$ cat config.mk
export PLATFORM = sky130hd
export DESIGN_NAME = trigger_sync_hub_flat
export DESIGN_NICKNAME = d
export VERILOG_FILES = /design/src/rtl/trigger_sync_hub_if.sv /design/src/rtl/trigger_sync_hub.sv /design/src/flat_wrapper.sv
export SDC_FILE = /design/constraint.sdc
export NUM_CORES = 1
export LEC_CHECK = 0
export CAP_MARGIN = 30
export CORE_ASPECT_RATIO = 0.9
export CORE_UTILIZATION = 31
export CTS_BUF_LIST = sky130_fd_sc_hd__clkbuf_16
export DETAILED_ROUTE_END_ITERATION = 12
export HOLD_SLACK_MARGIN = 0.1
export PLACE_DENSITY = 0.82
export SETUP_SLACK_MARGIN = 0.4
export SYNTH_ARGS = -nofsm -noshare
export SYNTH_HDL_FRONTEND = slang
export SYNTH_SLANG_ARGS = --single-unit
$ cat constraint.sdc
create_clock -name ap_clk -period 2.9 [get_ports ap_clk]
set_input_delay 0.58 -clock ap_clk [delete_from_list [all_inputs] [get_ports ap_clk]]
set_output_delay 0.58 -clock ap_clk [all_outputs]
set_load 0.01 [all_outputs]
$ cat src/rtl/trigger_sync_hub_if.sv
// Control/status bundle between trigger_sync_hub, the host and the trigger array.
// slave: hub side. master: host and trigger-array side.
interface trigger_sync_hub_if #(
  parameter int unsigned NUM_ACTORS = 4,
  parameter int unsigned ROUND_W    = 16
);
  logic                  ap_start;
  logic                  ap_done;
  logic                  ap_ready;
  logic                  ap_idle;
  logic [NUM_ACTORS-1:0] trigger_start;
  logic [NUM_ACTORS-1:0] trigger_idle;
  logic [NUM_ACTORS-1:0] sleep;
  logic [NUM_ACTORS-1:0] sync_exec;
  logic [NUM_ACTORS-1:0] sync_wait;
  logic                  all_sleep;
  logic                  all_sync;
  logic                  all_sync_wait;
  logic [ROUND_W-1:0]    sync_rounds;

  modport slave (
    input  ap_start, trigger_idle, sleep, sync_exec, sync_wait,
    output ap_done, ap_ready, ap_idle, trigger_start,
           all_sleep, all_sync, all_sync_wait, sync_rounds
  );

  modport master (
    output ap_start, trigger_idle, sleep, sync_exec, sync_wait,
    input  ap_done, ap_ready, ap_idle, trigger_start,
           all_sleep, all_sync, all_sync_wait, sync_rounds
  );
endinterface

$ cat src/rtl/trigger_sync_hub.sv
// trigger_sync_hub: starts all triggers of a network together, turns their
// per-actor status vectors into registered network-wide barrier pulses and
// runs the network ap_start/ap_done handshake.
// Optional build macro TRIGGER_SYNC_HUB_ROUND_COUNT_EN adds the saturating
// sync-round counter; without it sync_rounds is tied to zero.
module trigger_sync_hub #(
  parameter int unsigned NUM_ACTORS = 4,
  parameter int unsigned ROUND_W    = 16
) (
  input  logic                ap_clk,
  input  logic                ap_rst,
  trigger_sync_hub_if.slave   hub
);

  typedef enum logic [1:0] {
    S_IDLE,
    S_RUN,
    S_DRAIN,
    S_DONE
  } state_e;

  state_e                state_q, state_d;
  logic [NUM_ACTORS-1:0] trigger_start_q, trigger_start_d;
  logic                  all_sleep_q, all_sleep_d;
  logic                  all_sync_q, all_sync_d;
  logic                  all_sync_wait_q, all_sync_wait_d;
  logic                  start_accept;
  logic                  cooldown;
  logic                  eval;
  logic                  cond_s, cond_y, cond_w;

  // State register
  always_ff @(posedge ap_clk) begin
    if (ap_rst) state_q <= S_IDLE;
    else        state_q <= state_d;
  end

  // Next-state: leave RUN once the final all_sync_wait pulse is on the outputs
  always_comb begin
    state_d = state_q;
    unique case (state_q)
      S_IDLE:  if (hub.ap_start)     state_d = S_RUN;
      S_RUN:   if (all_sync_wait_q)  state_d = S_DRAIN;
      S_DRAIN: if (&hub.trigger_idle) state_d = S_DONE;
      S_DONE:                        state_d = S_IDLE;
      default:                       state_d = S_IDLE;
    endcase
  end

  // Handshake outputs decoded from the state register only
  always_comb begin
    hub.ap_idle  = (state_q == S_IDLE);
    hub.ap_done  = (state_q == S_DONE);
    hub.ap_ready = (state_q == S_DONE);
  end

  // Barrier evaluation; a cycle with any pulse high is a cooldown cycle whose
  // status inputs are stale, so every barrier drops in the following cycle.
  // Y wins over S if an illegal network reports both.
  always_comb begin
    start_accept    = (state_q == S_IDLE) && hub.ap_start;
    cooldown        = all_sleep_q | all_sync_q | all_sync_wait_q;
    eval            = (state_q == S_RUN) && !cooldown;
    cond_s          = &hub.sleep;
    cond_y          = &(hub.sync_exec | hub.sync_wait);
    cond_w          = &hub.sync_wait;
    trigger_start_d = {NUM_ACTORS{start_accept}};
    all_sync_d      = eval && cond_y;
    all_sync_wait_d = eval && cond_y && cond_w;
    all_sleep_d     = eval && cond_s && !cond_y;
  end

  // Registered pulse outputs
  always_ff @(posedge ap_clk) begin
    if (ap_rst) begin
      trigger_start_q <= '0;
      all_sleep_q     <= 1'b0;
      all_sync_q      <= 1'b0;
      all_sync_wait_q <= 1'b0;
    end else begin
      trigger_start_q <= trigger_start_d;
      all_sleep_q     <= all_sleep_d;
      all_sync_q      <= all_sync_d;
      all_sync_wait_q <= all_sync_wait_d;
    end
  end

  assign hub.trigger_start = trigger_start_q;
  assign hub.all_sleep     = all_sleep_q;
  assign hub.all_sync      = all_sync_q;
  assign hub.all_sync_wait = all_sync_wait_q;

`ifdef TRIGGER_SYNC_HUB_ROUND_COUNT_EN
  logic [ROUND_W-1:0] sync_rounds_q, sync_rounds_d;

  // Round counter: cleared on accepted start, bumps alongside each all_sync pulse, saturates
  always_comb begin
    sync_rounds_d = sync_rounds_q;
    if (start_accept)
      sync_rounds_d = '0;
    else if (all_sync_d && (sync_rounds_q != '1))
      sync_rounds_d = sync_rounds_q + ROUND_W'(1);
  end

  // Round counter register
  always_ff @(posedge ap_clk) begin
    if (ap_rst) sync_rounds_q <= '0;
    else        sync_rounds_q <= sync_rounds_d;
  end

  assign hub.sync_rounds = sync_rounds_q;
`else
  assign hub.sync_rounds = ROUND_W'(0);
`endif

endmodule

$ cat src/flat_wrapper.sv
// flat-port wrapper written by rule: the top's interface ports become plain ports
module trigger_sync_hub_flat 
#(
  parameter int unsigned NUM_ACTORS = 4,
  parameter int unsigned ROUND_W    = 16
)
  (ap_clk, ap_rst, hub_ap_start, hub_trigger_idle, hub_sleep, hub_sync_exec, hub_sync_wait, hub_ap_done, hub_ap_ready, hub_ap_idle, hub_trigger_start, hub_all_sleep, hub_all_sync, hub_all_sync_wait, hub_sync_rounds);
  trigger_sync_hub_if #(.NUM_ACTORS(NUM_ACTORS), .ROUND_W(ROUND_W)) hub_i ();
  input  logic ap_clk;
  input  logic ap_rst;
  input wire logic [$bits(hub_i.ap_start)-1:0] hub_ap_start;
  input wire logic [$bits(hub_i.trigger_idle)-1:0] hub_trigger_idle;
  input wire logic [$bits(hub_i.sleep)-1:0] hub_sleep;
  input wire logic [$bits(hub_i.sync_exec)-1:0] hub_sync_exec;
  input wire logic [$bits(hub_i.sync_wait)-1:0] hub_sync_wait;
  output wire logic [$bits(hub_i.ap_done)-1:0] hub_ap_done;
  output wire logic [$bits(hub_i.ap_ready)-1:0] hub_ap_ready;
  output wire logic [$bits(hub_i.ap_idle)-1:0] hub_ap_idle;
  output wire logic [$bits(hub_i.trigger_start)-1:0] hub_trigger_start;
  output wire logic [$bits(hub_i.all_sleep)-1:0] hub_all_sleep;
  output wire logic [$bits(hub_i.all_sync)-1:0] hub_all_sync;
  output wire logic [$bits(hub_i.all_sync_wait)-1:0] hub_all_sync_wait;
  output wire logic [$bits(hub_i.sync_rounds)-1:0] hub_sync_rounds;
  assign hub_i.ap_start = hub_ap_start;
  assign hub_i.trigger_idle = hub_trigger_idle;
  assign hub_i.sleep = hub_sleep;
  assign hub_i.sync_exec = hub_sync_exec;
  assign hub_i.sync_wait = hub_sync_wait;
  assign hub_ap_done = hub_i.ap_done;
  assign hub_ap_ready = hub_i.ap_ready;
  assign hub_ap_idle = hub_i.ap_idle;
  assign hub_trigger_start = hub_i.trigger_start;
  assign hub_all_sleep = hub_i.all_sleep;
  assign hub_all_sync = hub_i.all_sync;
  assign hub_all_sync_wait = hub_i.all_sync_wait;
  assign hub_sync_rounds = hub_i.sync_rounds;
  trigger_sync_hub #(.NUM_ACTORS(NUM_ACTORS), .ROUND_W(ROUND_W)) u_core (.ap_clk(ap_clk), .ap_rst(ap_rst), .hub(hub_i));
endmodule
==> summary.txt <==
Status
  – Status: finished, violations left
  – Failing checks: design-rule violations

Die
  – Die ar.: between 1500 and 2000 sq um
  – Die H: 39.3 um
  – Core Area: 1450 sq um
  – Core Rows: 13
  – Die Span X: 43.4 um
  – Initial core utilization: 0.330
  – Top Ports: 45

Placed design
  – Placer Congestion: 0.698
  – IO buf count: 28
  – Final HPWL DP: 731 um
  – DP Area: around 680 sq um

Drt
  – DRT antenna net count: 0
  – Vias per cell: approximately 4.3
  – DR WL/cell: 9.14 um
  – Overall routed net length: 877 um
  – DRC errors left: 6
  – First-pass iteration count of the detailed router: 8
  – Vias: 408
  – DR iter-0 viols: 10

GRT
  – Pin count of the biggest net entering global routing: 6
  – First-pass GRT wire length: 1280 um
  – Total GRT Usage: 0.111
  – Vias in the first global route: 311
  – Initial antenna violation count: 0
  – GRT Residual Overflow: 0

STA
  – Fmax: 503 MHz
  – Fin. Hold Viols: 0
  – Final Skew: 0.00298 ns
  – RSZ-0062 raised after global routing: false
  – Setup violations, final: 0
  – Fin. max-slew vios: 0
  – Final setup TNS: 0 ns
  – Period utilisation layout: 0.686
  – Fin crit period: 1.99 ns

Worst setup path
  – CP arrival: between 1 and 1.5 ns
  – Reg2reg setup slack: 1.40 ns
  – Crit path launch type: flip-flop
  – Register-to-Register Path Depth: 5
  – Crit. End Element: primary output
  – Reg-to-Reg Start: u_core.state_q[1]
  – CP Launch Point: u_core.state_q[0]
  – Maximum fanout along the worst path: 4
  – FF-to-FF End: u_core.hub.all_sync_wait
  – Worst Path Required: 2.32 ns
  – Setup CP Type: reg2out

Pwr
  – Pleak: 0.000320 uW
  – Maximum resistive drop on vdd: 0.349 mV
  – Pwr per Cell Area: roughly 730 nW/um^2

Synthesis
  – Syn Area/Cell: approximately 8.7 sq um
  – Mapped cell area: approximately 480 sq um
  – Synth warnings: 0
  – #FFs+latches synth: 6
  – Count of unique library cells instantiated by Yosys: 18
  – Mapped Cells: 55
  – Seq/Total Area, Yosys: 0.251

Clock network
  – H-tree depth: 1
  – Longest Clk Path Bufs: 2
  – CTS tree: done
  – CTS resizes: 0
  – Number of buffers created by CTS: 3
  – Hold-fix buffers at CTS: 0
  – Clk_lat worst skew: between 0.2 and 0.25 ns
  – CTS root buf: clkbuf_16
  – Clock sinks: 6
  – # Post-CTS Setup Buffers: 0
  – Clock transition at path regs: around 0.030 ns

Worst hold path
  – Hold Crit Depth: 2
  – Hold Path Sink: u_core.state_q[1]
  – Min-delay src: u_core.state_q[1]
  – Hold Crit Class: reg2reg

Final layout
  – Area occupied by registers: 120 sq um
  – Nets: 106
  – Layout area overhead: 58.6%
  – Area of the multi-input gates: 249 sq um
  – Design area: 758 sq um
  – Inserted Diodes: 0
  – Fillcell total: around 130
  – Share of layout cells above drive strength 1: 0.0741

Run
  – Maximum Capacitance Violations: 0
[worst max-delay path by stage]
stage	endpoint	slack, ns	cells past startpoint
final	hub_ap_idle	0.91	3
after global routing	hub_ap_idle	0.83	3
after CTS	hub_ap_idle	0.90	3
after detailed placement	u_core.hub.all_sync_wait	0.94	3
after global placement	u_core.hub.all_sync_wait	0.99	3
after floorplan	u_core.hub.all_sync_wait	1.50	2
[cell type report]
cell class,instances,share of cell area
well taps,15,0.0248
repair buffers,28,0.370
clock buffers,3,0.0990
inverters,4,0.0198
multi-input cells,40,0.328
flip-flops and latches,6,0.158
[placed cells by master (no fill, tap or decap), types with 2 or more instances in the layout]
cell type         n
clkdlybuf4s50_1  28
conb_1           16
dfxtp_1           6
inv_1             4
ha_1              4
nand4_1           3
nor2_1            3
clkbuf_16         3
o22ai_1           2
nor3_1            2
nand2b_1          2
[metal layers]
| layer | track usage | part of all wire |
|---|---|---|
| met2 | 0.174 | 0.49 |
| met3 | 0.0645 | 0.13 |
| met1 | 0.115 | 0.38 |
| met5 | 0 | 0 |
| met4 | 0.0703 | 0 |
[through the flow]
stage / std cells / total power [uW] / hold WS, ns / util / setup slack, ns
finish: 96 / 554 / 0.517 / 0.524 / 0.912
global route: 96 / 591 / 0.563 / 0.524 / 0.829
CTS: 96 / 560 / 0.517 / 0.524 / 0.903
detailed placement: 93 / 334 / 0.511 / 0.472 / 0.944
global placement: 93 / 329 / 0.511 / 0.472 / 0.990
floorplan: 70 / 269 / 0.481 / - / 1.50
[worst max-delay path, cell delays in order, from the launching register on]
cell             delay, ns
dfxtp_1               0.38
inv_1                 0.08
ha_1                  0.24
clkdlybuf4s50_1       0.49
[flip-flops by register name, summed over array words and instances, names as in the netlist]
| signal | cells |
|---|---|
| u_core.hub.trigger_start | 1 |
| u_core.hub.all_sync_wait | 1 |
| u_core.hub.all_sleep | 1 |
| u_core.hub.all_sync | 1 |
| u_core.state_q | 2 |
[cell usage after synthesis, drive strengths merged]
master | n | share of area
a21oi | 1 | 0.010
nor2 | 3 | 0.024
nand2b | 3 | 0.055
nor3 | 2 | 0.021
dfxtp | 6 | 0.25
nand2 | 1 | 0.0078
nor4 | 1 | 0.026
o21a | 1 | 0.016
inv | 4 | 0.031
conb | 1 | 0.0078
ha | 4 | 0.10
o22ai | 2 | 0.026
or4 | 1 | 0.024
a222oi | 1 | 0.021
nand4 | 3 | 0.039
mux2i | 1 | 0.021
buf | 20 | 0.31
[power by group]
group          internal [uW]  leakage (uW)  switching, uW
logic                    120      0.000234           97.5
clock network            177     0.0000370           43.2
registers                100     0.0000490           16.6
total                    397      0.000320            157
[logic make-up after synthesis]
| group | synth area share |
|---|---|
| adders and majority gates | 0.105 |
| AOI/OAI and AO/OA | 0.0733 |
| buffers and inverters | 0.346 |
| muxes | 0.0209 |
| and+or+nand+nor | 0.196 |
| DFF | 0.251 |
| other | 0.00785 |
Power figures use the tool's default switching activity.
